===== config.mk =====
export PLATFORM = sky130hd
export DESIGN_NAME = register_dump_tx_flat
export DESIGN_NICKNAME = d
export VERILOG_FILES = /design/src/rtl/register_dump_tx_pkg.sv /design/src/rtl/register_dump_tx_if.sv /design/src/rtl/register_dump_tx.sv /design/src/flat_wrapper.sv
export SDC_FILE = /design/constraint.sdc
export NUM_CORES = 2
export LEC_CHECK = 0
export ABC_AREA = 1
export ABC_CLOCK_PERIOD_IN_PS = 3070
export BUFFER_PORTS_ARGS = -buffer_cell sky130_fd_sc_hd__buf_2
export CAP_MARGIN = 40
export CORE_AREA = 2 2 405 407
export CTS_CLUSTER_DIAMETER = 100
export DETAILED_ROUTE_END_ITERATION = 12
export DIE_AREA = 0 0 407 409
export PLACE_DENSITY_LB_ADDON = 0.15
export SLEW_MARGIN = 10
export SYNTH_ARGS = -nofsm -noshare
export SYNTH_HDL_FRONTEND = slang
export SYNTH_SLANG_ARGS = --single-unit
export TNS_END_PERCENT = 20

===== constraint.sdc =====
create_clock -name clk -period 3.07 [get_ports clk]
set_input_delay 0 -clock clk [delete_from_list [all_inputs] [get_ports clk]]
set_output_delay 0 -clock clk [all_outputs]
set_load 0.02 [all_outputs]

===== src/rtl/register_dump_tx_pkg.sv =====
// Shared constants for the register dump streamer: FSM encodings, byte geometry
// helpers and the checksum seed/step used when REG_DUMP_CHECKSUM_EN is defined.
package reg_dump_pkg;

  localparam int DEF_SIZE          = 32;
  localparam int DEF_NUM_REGISTERS = 32;

  typedef logic [1:0] state_t;

  localparam state_t ST_IDLE = 2'd0;
  localparam state_t ST_SEND = 2'd1;
  localparam state_t ST_CSUM = 2'd2;
  localparam state_t ST_DONE = 2'd3;

  localparam logic [7:0] CSUM_INIT = 8'h00;

  function automatic int bytes_per_reg(input int size);
    return size / 8;
  endfunction

  // A single-byte register still needs a 1-bit index to keep the ports legal.
  function automatic int byte_idx_w(input int size);
    return (size / 8 > 1) ? $clog2(size / 8) : 1;
  endfunction

  localparam int BYTES_PER_REG = bytes_per_reg(DEF_SIZE);
  localparam int BYTE_IDX_W    = byte_idx_w(DEF_SIZE);

  function automatic logic [7:0] csum_step(input logic [7:0] acc, input logic [7:0] data);
    return acc ^ data;
  endfunction

endpackage


===== src/rtl/register_dump_tx_if.sv =====
// Byte stream handshake from the register dump engine to the debug UART TX.
interface register_dump_tx_if;
  logic [7:0] o_tx_data;
  logic       o_tx_valid;
  logic       i_tx_ready;

  modport master (output o_tx_data, output o_tx_valid, input i_tx_ready);
  modport slave  (input o_tx_data, input o_tx_valid, output i_tx_ready);
endinterface


===== src/rtl/register_dump_tx.sv =====
// Snapshots the flattened register-bank debug vector on i_start and streams it
// MSB byte first over a valid/ready link; REG_DUMP_CHECKSUM_EN appends an XOR byte.
module register_dump_tx
  import reg_dump_pkg::*;
#(
  parameter int SIZE          = DEF_SIZE,
  parameter int NUM_REGISTERS = DEF_NUM_REGISTERS,
  parameter int SIZE_REG_DIR  = $clog2(NUM_REGISTERS)
) (
  input  logic                          clk,
  input  logic                          rst,
  input  logic                          i_start,
  input  logic [SIZE*NUM_REGISTERS-1:0] i_registers_debug,
  register_dump_tx_if.master            tx,
  output logic                          o_busy,
  output logic                          o_done
);

  localparam int BPR   = bytes_per_reg(SIZE);
  localparam int BW    = byte_idx_w(SIZE);
  localparam int VEC_W = SIZE * NUM_REGISTERS;
  localparam int OFF_W = $clog2(VEC_W);

  localparam logic [SIZE_REG_DIR-1:0] LAST_REG  = SIZE_REG_DIR'(NUM_REGISTERS - 1);
  localparam logic [BW-1:0]           LAST_BYTE = BW'(BPR - 1);

  state_t                  state_q, state_d;
  logic [VEC_W-1:0]        snap_q, snap_d;
  logic [SIZE_REG_DIR-1:0] reg_idx_q, reg_idx_d;
  logic [BW-1:0]           byte_idx_q, byte_idx_d;
  logic [7:0]              tx_data_q, tx_data_d;
  logic                    tx_valid_q, tx_valid_d;
  logic                    busy_q, busy_d;
  logic                    done_q, done_d;
`ifdef REG_DUMP_CHECKSUM_EN
  logic [7:0]              csum_q, csum_d;
`endif

  logic                    xfer_s;
  logic                    last_s;
  logic [SIZE_REG_DIR-1:0] reg_nxt_s;
  logic [BW-1:0]           byte_nxt_s;
  logic [OFF_W-1:0]        off_nxt_s;
  logic [7:0]              nxt_byte_s;

  // Handshake decode and lookahead of the byte that follows the current one.
  always_comb begin
    xfer_s = tx_valid_q & tx.i_tx_ready;
    last_s = (reg_idx_q == LAST_REG) && (byte_idx_q == LAST_BYTE);
    if (byte_idx_q == LAST_BYTE) begin
      byte_nxt_s = '0;
      reg_nxt_s  = reg_idx_q + SIZE_REG_DIR'(1);
    end else begin
      byte_nxt_s = byte_idx_q + BW'(1);
      reg_nxt_s  = reg_idx_q;
    end
    off_nxt_s  = OFF_W'(reg_nxt_s) * OFF_W'(SIZE) + OFF_W'(SIZE - 8)
               - (OFF_W'(byte_nxt_s) << 3);
    nxt_byte_s = snap_q[off_nxt_s +: 8];
  end

  // Dump sequencer: outputs are computed one cycle ahead so every port is a flop.
  always_comb begin
    state_d    = state_q;
    snap_d     = snap_q;
    reg_idx_d  = reg_idx_q;
    byte_idx_d = byte_idx_q;
    tx_data_d  = tx_data_q;
    tx_valid_d = tx_valid_q;
    busy_d     = busy_q;
    done_d     = 1'b0;
`ifdef REG_DUMP_CHECKSUM_EN
    csum_d     = csum_q;
`endif

    case (state_q)
      ST_IDLE: begin
        if (i_start) begin
          // First byte comes straight from the live vector; the snapshot lands this edge.
          state_d    = ST_SEND;
          snap_d     = i_registers_debug;
          reg_idx_d  = '0;
          byte_idx_d = '0;
          tx_data_d  = i_registers_debug[SIZE-1 -: 8];
          tx_valid_d = 1'b1;
          busy_d     = 1'b1;
`ifdef REG_DUMP_CHECKSUM_EN
          csum_d     = CSUM_INIT;
`endif
        end else begin
          tx_valid_d = 1'b0;
          busy_d     = 1'b0;
        end
      end

      ST_SEND: begin
        if (xfer_s && last_s) begin
`ifdef REG_DUMP_CHECKSUM_EN
          state_d    = ST_CSUM;
          csum_d     = csum_step(csum_q, tx_data_q);
          tx_data_d  = csum_step(csum_q, tx_data_q);
`else
          state_d    = ST_DONE;
          tx_data_d  = 8'h00;
          tx_valid_d = 1'b0;
          busy_d     = 1'b0;
          done_d     = 1'b1;
`endif
        end else if (xfer_s) begin
          reg_idx_d  = reg_nxt_s;
          byte_idx_d = byte_nxt_s;
          tx_data_d  = nxt_byte_s;
`ifdef REG_DUMP_CHECKSUM_EN
          csum_d     = csum_step(csum_q, tx_data_q);
`endif
        end else begin
          tx_data_d  = tx_data_q;
        end
      end

`ifdef REG_DUMP_CHECKSUM_EN
      ST_CSUM: begin
        if (xfer_s) begin
          state_d    = ST_DONE;
          tx_data_d  = 8'h00;
          tx_valid_d = 1'b0;
          busy_d     = 1'b0;
          done_d     = 1'b1;
        end else begin
          tx_data_d  = tx_data_q;
        end
      end
`endif

      ST_DONE: begin
        state_d    = ST_IDLE;
        reg_idx_d  = '0;
        byte_idx_d = '0;
        tx_valid_d = 1'b0;
        busy_d     = 1'b0;
      end

      default: begin
        state_d    = ST_IDLE;
        reg_idx_d  = '0;
        byte_idx_d = '0;
        tx_data_d  = 8'h00;
        tx_valid_d = 1'b0;
        busy_d     = 1'b0;
      end
    endcase
  end

  // State and output registers with synchronous active-low reset.
  always_ff @(posedge clk) begin
    if (!rst) begin
      state_q    <= ST_IDLE;
      snap_q     <= '0;
      reg_idx_q  <= '0;
      byte_idx_q <= '0;
      tx_data_q  <= 8'h00;
      tx_valid_q <= 1'b0;
      busy_q     <= 1'b0;
      done_q     <= 1'b0;
`ifdef REG_DUMP_CHECKSUM_EN
      csum_q     <= CSUM_INIT;
`endif
    end else begin
      state_q    <= state_d;
      snap_q     <= snap_d;
      reg_idx_q  <= reg_idx_d;
      byte_idx_q <= byte_idx_d;
      tx_data_q  <= tx_data_d;
      tx_valid_q <= tx_valid_d;
      busy_q     <= busy_d;
      done_q     <= done_d;
`ifdef REG_DUMP_CHECKSUM_EN
      csum_q     <= csum_d;
`endif
    end
  end

  assign tx.o_tx_data  = tx_data_q;
  assign tx.o_tx_valid = tx_valid_q;
  assign o_busy        = busy_q;
  assign o_done        = done_q;

endmodule


===== src/flat_wrapper.sv =====
// flat-port wrapper written by rule: the top's interface ports become plain ports
module register_dump_tx_flat import reg_dump_pkg::*;
#(
  parameter int SIZE          = DEF_SIZE,
  parameter int NUM_REGISTERS = DEF_NUM_REGISTERS,
  parameter int SIZE_REG_DIR  = $clog2(NUM_REGISTERS)
)
  (clk, rst, i_start, i_registers_debug, o_busy, o_done, tx_o_tx_data, tx_o_tx_valid, tx_i_tx_ready);
  register_dump_tx_if tx_i ();
  input  logic clk;
  input  logic rst;
  input  logic i_start;
  input  logic [SIZE*NUM_REGISTERS-1:0] i_registers_debug;
  output logic o_busy;
  output logic o_done;
  output wire logic [$bits(tx_i.o_tx_data)-1:0] tx_o_tx_data;
  output wire logic [$bits(tx_i.o_tx_valid)-1:0] tx_o_tx_valid;
  input wire logic [$bits(tx_i.i_tx_ready)-1:0] tx_i_tx_ready;
  assign tx_o_tx_data = tx_i.o_tx_data;
  assign tx_o_tx_valid = tx_i.o_tx_valid;
  assign tx_i.i_tx_ready = tx_i_tx_ready;
  register_dump_tx #(.SIZE(SIZE), .NUM_REGISTERS(NUM_REGISTERS), .SIZE_REG_DIR(SIZE_REG_DIR)) u_core (.clk(clk), .rst(rst), .i_start(i_start), .i_registers_debug(i_registers_debug), .tx(tx_i), .o_busy(o_busy), .o_done(o_done));
endmodule

; ---- After elaboration in Yosys (flattened, before gate mapping)
; Cells that the tools add are included.
[classes]
add_sub_neg = 4
n_bitwise = 2
n_mux = 21
shift = 1
n_reduce_logical = 8
eq_ne = 9
[ops]
columns = cell, n
row1 = $shiftx 1024x11->8, 1
row2 = $mux 8, 3
row3 = $pmux 8 s3, 1
row4 = $mux 5, 4
row5 = $mux 2, 6
row6 = $add 10x5->10 const B, 1
row7 = $pmux 5 s2, 1
row8 = $sub 10x5->10, 1
row9 = $pmux 2 s2, 2
row10 = $reduce_and 2->1, 3
row11 = $reduce_and 3->1, 2
row12 = $add 5x1->5 const B, 1
row13 = $eq 5x5->1 const B, 1
row14 = $eq 2x2->1 const B, 2
row15 = $ne 2x1->1 const B, 2
row16 = $ne 2x2->1 const B, 2
row17 = $mux 1, 3
row18 = $ne 3x1->1 const B, 1
row19 = $add 2x1->2 const B, 1
row20 = $eq 2x1->1 const B, 1
row21 = $logic_and 1x1->1, 2
row22 = $logic_not 2->1, 1
row23 = $pmux 1 s2, 1
row24 = $and 1x1->1, 1
row25 = $not 1->1, 1
[totals]
inputBits = 1028
word_cells = 52
output_inout_bits = 11
register_bits = 1043

; ---- Depth between registers and ports, before layout
[logic_depth]
word_depth = 8
ltp_mapped = 22
mapped_depth_nobuf = 16

; ---- Worst setup path after synthesis
; No wires, ideal clock.
[synth_path]
path_type = reg-to-reg
start = reg u_core.byte_idx_q[0]
end = reg u_core.tx_data_q[4], in the netlist u_core.tx.o_tx_data[4]
path_stages_with_launch = 22
setup_slack_ps = 427
period_less_slack_ps = 2643
t_required_ps = 2938
setup_ps = 132
path_buffers = 7
arrival_time_ps = 2511
path_cell_list = dfxtp_1 > buf_4 > inv_2 > buf_2 > buf_2 > ha_1 > buf_2 > inv_1 > buf_2 > buf_2 > buf_2 > nand3_1 > nand3_1 > nand3_1 > nand3_1 > nand3_1 > nand2_1 > nand2_1 > nand3_1 > nand2_1 > nand2_1 > a21oi_1
[synth_via]
elab_chain_len = 8
word_cells_on_any_way = 14
cone_classes = add/sub: 3 / eq/ne: 2 / shift: 1 / mux: 5 / reduce/logical: 3
[synth_rtl]
columns = element, line_no
row1 = start: declaration, register_dump_tx.sv:30  ; logic [BW-1:0] byte_idx_q, byte_idx_d;
row2 = start signal: assignment, register_dump_tx.sv:172  ; byte_idx_q <= byte_idx_d;
row3 = $eq 2x2->1, "register_dump_tx.sv:49, register_dump_tx.sv:50"
row4 = $mux 5, register_dump_tx.sv:50  ; if (byte_idx_q == LAST_BYTE) begin
row5 = $add 10x5->10, register_dump_tx.sv:57  ; off_nxt_s = OFF_W'(reg_nxt_s) * OFF_W'(SIZE) + OFF_W'(SIZE - 8)
row6 = $sub 10x5->10, register_dump_tx.sv:58  ; - (OFF_W'(byte_nxt_s) << 3);
row7 = $shiftx 1024x11->8, register_dump_tx.sv:59  ; nxt_byte_s = snap_q[off_nxt_s +: 8];
row8 = $mux 8, register_dump_tx.sv:109  ; end else if (xfer_s) begin
row9 = $mux 8, register_dump_tx.sv:97  ; if (xfer_s && last_s) begin
row10 = $pmux 8 s3, register_dump_tx.sv:76  ; case (state_q)
row11 = end signal: assignment, register_dump_tx.sv:173  ; tx_data_q <= tx_data_d;
row12 = end: declaration, register_dump_tx.sv:31  ; logic [7:0] tx_data_q, tx_data_d;
; Parallel ways exist; a longest one is shown, timed or not. The select of a mux whose other input is x is not followed.
; A chain may end at the register's enable or synchronous reset.

; ---- Worst setup path in the final report
[layout_path]
start = reg u_core.byte_idx_q[0]
end = reg u_core.tx_data_q[6], in the netlist u_core.tx.o_tx_data[6]
; Same word-level chain as after synthesis.

==> report_table.html <==
<table>
<tr><th>Metric</th><th>Value</th></tr>
<tr><th colspan="2">Run status</th></tr>
<tr><td>Status</td><td>finished clean</td></tr>
<tr><th colspan="2">GRT</th></tr>
<tr><td>Initial antenna violation count</td><td>44</td></tr>
<tr><td>GR Overflow Total</td><td>0</td></tr>
<tr><td>Pin count of the biggest net entering global routing</td><td>149</td></tr>
<tr><td>Global-route wire length before repair</td><td>349 mm</td></tr>
<tr><td>Total Routing Usage GR</td><td>27.9%</td></tr>
<tr><td>Number of global-route vias before repair</td><td>55700</td></tr>
<tr><th colspan="2">Worst hold path</th></tr>
<tr><td>Class of the most critical hold timing path</td><td>in -&gt; reg</td></tr>
<tr><td>Worst hold endpoint</td><td>u_core.snap_q[429]</td></tr>
<tr><td>Critical hold path startpoint</td><td>i_registers_debug[429]</td></tr>
<tr><td>Hold Path Depth</td><td>4</td></tr>
<tr><th colspan="2">Finish</th></tr>
<tr><td>Synthesis-to-finish area growth</td><td>59.9%</td></tr>
<tr><td>Count of non-filler cells in the finished layout</td><td>11600</td></tr>
<tr><td>Nets</td><td>10300</td></tr>
<tr><td>Final core area utilization</td><td>45.5%</td></tr>
<tr><td>Count of filler cells inserted in the layout</td><td>16400</td></tr>
<tr><td>Fraction of final layout cells sized beyond drive strength 1</td><td>15.3%</td></tr>
<tr><td>Summed area of non-filler cells in the final layout</td><td>73800 um2</td></tr>
<tr><th colspan="2">Detailed routing</th></tr>
<tr><td>Detailed-route wire length</td><td>243 mm</td></tr>
<tr><td>Number of detailed-route iterations in the first pass</td><td>6</td></tr>
<tr><td>Antenna violation net count after detailed routing</td><td>0</td></tr>
<tr><td>Final routed DRC violation total</td><td>0</td></tr>
<tr><td>Violation count after the first detailed-routing iteration</td><td>4498</td></tr>
<tr><td>Vias after detailed routing</td><td>56200</td></tr>
<tr><td>Post-DR wirelength/cell</td><td>21.0 um</td></tr>
<tr><td>Post-detailed-route via-to-cell ratio</td><td>4.87</td></tr>
<tr><th colspan="2">Synth</th></tr>
<tr><td>Synthesized net count</td><td>7949</td></tr>
<tr><td>Seq/Total Area, Yosys</td><td>45.2%</td></tr>
<tr><td>Syn avg cell area</td><td>6.67 um2</td></tr>
<tr><td>Number of distinct library cells after synthesis</td><td>26</td></tr>
<tr><td>Yosys warning count</td><td>0</td></tr>
<tr><td>FF+latch count, synth</td><td>1043</td></tr>
<tr><td>Cell count after synthesis</td><td>6915</td></tr>
<tr><td>Cell area after synthesis</td><td>46200 um2</td></tr>
<tr><th colspan="2">Placed design</th></tr>
<tr><td>HPWL after DPL</td><td>167 mm</td></tr>
<tr><td>Port Buffer Count</td><td>1038</td></tr>
<tr><td>Number of placed instances with taps included</td><td>9721</td></tr>
<tr><td>Routability cong.</td><td>0.861</td></tr>
<tr><td>Pre-CTS setup slack</td><td>0.0330 ns</td></tr>
<tr><td>Post-placement cell area</td><td>53500 um2</td></tr>
<tr><th colspan="2">Worst setup path</th></tr>
<tr><td>Required time worst endpoint</td><td>3.67 ns</td></tr>
<tr><td>Cell breakdown of the critical path</td><td>inv_8, ha_4, inv_8, buf_4, nand3_1, nand3_1, nand3_1, nand3_1, nand2_1, nand2_1, nand3_1, nand3_1, nand2_1, nand2_1, a21oi_1</td></tr>
<tr><td>Delay of the slowest critical-path stage</td><td>0.42 ns</td></tr>
<tr><td>Number of buffer and inverter instances along the worst setup path</td><td>3</td></tr>
<tr><td>CP Data Arrival Time</td><td>3.56 ns</td></tr>
<tr><td>Critical path startpoint category</td><td>register</td></tr>
<tr><td>Cells on worst reg2reg path</td><td>15</td></tr>
<tr><td>Critical setup path kind</td><td>reg -&gt; reg</td></tr>
<tr><td>Type of element capturing the critical path</td><td>register</td></tr>
<tr><td>Crit path max-delay cell type</td><td>sky130_fd_sc_hd__dfxtp_4</td></tr>
<tr><td>Flop-to-flop setup slack</td><td>0.11 ns</td></tr>
<tr><td>CP delay by family, top</td><td>simple AND/OR/NAND/NOR gates</td></tr>
<tr><td>Startpoint of the worst register-to-register path</td><td>u_core.byte_idx_q[0]</td></tr>
<tr><td>Worst R2R End</td><td>u_core.tx.o_tx_data[6]</td></tr>
<tr><td>Cell repeated most along the worst path</td><td>sky130_fd_sc_hd__nand3_1</td></tr>
<tr><td>Crit path max fanout</td><td>25</td></tr>
<tr><th colspan="2">Floorplanning</th></tr>
<tr><td>Full die area</td><td>166000 um2</td></tr>
<tr><td>I/O Pins</td><td>1039</td></tr>
<tr><td>Number of placement rows</td><td>148</td></tr>
<tr><td>Vert. Die Dim</td><td>409 um</td></tr>
<tr><td>Initial Utilization</td><td>28.5%</td></tr>
<tr><td>Total core area</td><td>162000 um2</td></tr>
<tr><td>Die boundary width</td><td>407 um</td></tr>
<tr><th colspan="2">Timing</th></tr>
<tr><td>Max Fclk</td><td>0.338 GHz</td></tr>
<tr><td>Worst-margin pin slew</td><td>0.900 ns</td></tr>
<tr><td>Final Critical Period</td><td>2.96 ns</td></tr>
<tr><td>Setup slack of the critical path after layout</td><td>0.113 ns</td></tr>
<tr><td>Final worst-path cycle share</td><td>96.3%</td></tr>
<tr><td>Final Skew</td><td>0.0266 ns</td></tr>
<tr><td>Total setup violations reported at the end of the flow</td><td>0</td></tr>
<tr><td>RSZ-0062 raised after global routing</td><td>yes</td></tr>
<tr><td>Worst max-slew margin expressed relative to the limit</td><td>39.4%</td></tr>
<tr><td>Final count of pins violating max slew</td><td>0</td></tr>
<tr><td>Number of failing hold endpoints at the final stage</td><td>0</td></tr>
<tr><th colspan="2">Power</th></tr>
<tr><td>Power share of the sequential group</td><td>40.6%</td></tr>
<tr><td>Fraction of power consumed by combinational cells</td><td>18.3%</td></tr>
<tr><td>Leakage power of the design</td><td>31.4 nW</td></tr>
<tr><td>Worst-case vdd ir drop</td><td>0.479 mV</td></tr>
<tr><td>Net switching fraction of the power</td><td>28.0%</td></tr>
<tr><td>Internal power contribution</td><td>27.4 mW</td></tr>
<tr><td>Total chip power</td><td>38.1 mW</td></tr>
<tr><td>Clock Power Share</td><td>41.1%</td></tr>
<tr><td>Switching power of the nets</td><td>10.7 mW</td></tr>
<tr><td>Power density of the placed cells</td><td>517 nW/um2</td></tr>
<tr><th colspan="2">Clocking</th></tr>
<tr><td>Clock tree from TritonCTS</td><td>done</td></tr>
<tr><td>H-tree levels</td><td>3</td></tr>
<tr><td>CTS Root Cell</td><td>sky130_fd_sc_hd__clkbuf_16</td></tr>
<tr><td>Worst-path clk slew</td><td>0.06 ns</td></tr>
<tr><td>Sinks on the clock net</td><td>1043</td></tr>
<tr><td>Source-to-sink clock delay at the later pin of the worst-skew pair</td><td>0.75 ns</td></tr>
<tr><td>Number of buffers added by the clock tree synthesis step</td><td>121</td></tr>
<tr><td>Bufs on Longest Clock Path</td><td>3</td></tr>
<tr><th colspan="2">Job</th></tr>
<tr><td>Count of max-cap constraint violations</td><td>0</td></tr>
</table>
-- how the worst max path moves through the flow --
stage,from,to,slack (ns),cells past startpoint
CTS,u_core.byte_idx_q[0],u_core.tx.o_tx_data[0],0.02,15
floorplan,u_core.byte_idx_q[0],u_core.tx.o_tx_data[4],0.43,21
finish,u_core.byte_idx_q[0],u_core.tx.o_tx_data[6],0.11,15
global route,u_core.byte_idx_q[0],u_core.tx.o_tx_data[6],-0.04,15
global placement,u_core.byte_idx_q[0],u_core.tx.o_tx_data[0],0.01,15
detailed placement,u_core.byte_idx_q[0],u_core.tx.o_tx_data[0],0.03,15
-- area by class of cell --
class / count / area, um2 / area share [%]
timing repair buffer: 2770 / 22900 / 31.0
multi-input combinational: 5138 / 22300 / 30.2
sequential: 1043 / 20900 / 28.3
clock buffer: 170 / 3530 / 4.79
tap: 2175 / 2720 / 3.69
clock inverter: 53 / 795 / 1.08
inverter: 171 / 664 / 0.900
antenna: 30 / 75.1 / 0.102
-- layer usage --
layer / vias up / routed length [um] / global-route usage [%]
met5: - / 106 / 0
met4: 16 / 14600 / 15.2
met3: 605 / 13700 / 3.86
met2: 2144 / 109000 / 44.7
met1: 26400 / 105000 / 36.0
li1: 27100 / - / -
-- worst min-delay path, stage by stage --
cell and delay, ns:
sky130_fd_sc_hd__dlygate4sd3_1 0.52, sky130_fd_sc_hd__buf_2 0.09, sky130_fd_sc_hd__o21ai_0 0.07, sky130_fd_sc_hd__nor2_1 0.08
-- cell usage in the layout (no fill, tap or decap), types with 2 or more instances in the layout --
cell type,n
sky130_fd_sc_hd__dfxtp_1,1041
sky130_fd_sc_hd__inv_1,166
sky130_fd_sc_hd__clkbuf_16,124
sky130_fd_sc_hd__clkinv_8,2
sky130_fd_sc_hd__nand2_2,4
sky130_fd_sc_hd__buf_4,99
sky130_fd_sc_hd__ha_1,4
sky130_fd_sc_hd__clkbuf_8,28
sky130_fd_sc_hd__o21ai_0,1034
sky130_fd_sc_hd__a211oi_1,3
sky130_fd_sc_hd__clkinv_4,4
sky130_fd_sc_hd__clkinvlp_4,4
sky130_fd_sc_hd__clkinv_16,3
sky130_fd_sc_hd__nand2_1,1191
sky130_fd_sc_hd__o211ai_1,9
sky130_fd_sc_hd__diode_2,30
sky130_fd_sc_hd__nor2_4,2
sky130_fd_sc_hd__nor3_1,4
sky130_fd_sc_hd__bufinv_16,16
sky130_fd_sc_hd__clkinv_2,23
sky130_fd_sc_hd__nor2_1,1774
sky130_fd_sc_hd__buf_6,4
sky130_fd_sc_hd__buf_2,1037
sky130_fd_sc_hd__a21oi_1,189
sky130_fd_sc_hd__inv_8,4
sky130_fd_sc_hd__nand3_1,904
sky130_fd_sc_hd__nand3_2,6
sky130_fd_sc_hd__clkbuf_1,19
sky130_fd_sc_hd__nand2_4,4
sky130_fd_sc_hd__buf_12,54
sky130_fd_sc_hd__dlygate4sd3_1,1573
-- state kept, by name (all words and copies together), names as in the netlist --
register / count
u_core.snap_q: 1024
u_core.tx.o_tx_data: 8
u_core.reg_idx_q: 5
u_core.byte_idx_q: 2
u_core.state_q: 2
u_core.o_done: 1
u_core.tx.o_tx_valid: 1
-- synthesized netlist by cell type --
cell,instances,area [um2]
sky130_fd_sc_hd__nand2_1,1196,4490
sky130_fd_sc_hd__o21ai_1,1,5.00
sky130_fd_sc_hd__buf_4,22,165
sky130_fd_sc_hd__xnor2_1,1,8.76
sky130_fd_sc_hd__nand3_1,910,4550
sky130_fd_sc_hd__xor2_4,1,27.5
sky130_fd_sc_hd__xnor2_4,1,27.5
sky130_fd_sc_hd__ha_1,6,75.1
sky130_fd_sc_hd__o211ai_1,9,67.6
sky130_fd_sc_hd__nand2_2,3,18.8
sky130_fd_sc_hd__buf_1,14,52.6
sky130_fd_sc_hd__a211oi_1,3,22.5
sky130_fd_sc_hd__clkinv_1,1,3.75
sky130_fd_sc_hd__nor3_4,1,16.3
sky130_fd_sc_hd__a21oi_1,189,946
sky130_fd_sc_hd__nor3_1,4,20.0
sky130_fd_sc_hd__inv_1,168,631
sky130_fd_sc_hd__xor2_2,1,16.3
sky130_fd_sc_hd__nor2_2,2,12.5
sky130_fd_sc_hd__nor2_1,1775,6660
sky130_fd_sc_hd__buf_2,228,1140
sky130_fd_sc_hd__inv_2,2,7.51
sky130_fd_sc_hd__dfxtp_1,1043,20900
sky130_fd_sc_hd__clkbuf_1,299,1120
sky130_fd_sc_hd__o21ai_0,1034,5170
sky130_fd_sc_hd__o21ai_2,1,8.76
-- metrics by stage --
stage | TNS [ns] | hold WS [ns]
after CTS | 0 | 0.00112
after global placement | 0 | 0.258
after global routing | -0.0607 | 0.0355
after detailed placement | 0 | 0.257
final | 0 | 0.0489
after floorplan | 0 | 0.144
-- timing repair --
item	in CTS	in global routing
hold buffers	1573	0
buffers inserted	0	2
endpoints found under the setup margin	0	8
gates resized for setup	0	14
endpoints found under the hold margin	1043	0
-- power groups by stage --
stage	clock network (mW)	registers, mW	logic (mW)
floorplan	0	15.5	2.96
global placement	0	15.7	5.12
detailed placement	0	15.7	5.13
CTS	16.0	15.5	6.90
global route	16.5	15.6	7.69
finish	15.7	15.5	6.98
-- kinds of logic (layout without fill, tap and decap cells) --
family                     count (synthesis)  after routing  synth area share [%]
adders and majority gates                  6              6                 0.163
and+or+nand+nor                         3891           3891                  34.2
DFF                                     1043           1043                  45.2
buffers and inverters                    734           3164                  6.77
other                                      0             30                     0
xor gates and xnor gates                   4              4                 0.174
AOI/OAI and AO/OA                       1237           1237                  13.5
Note: power is estimated with default switching activity, not from simulation.
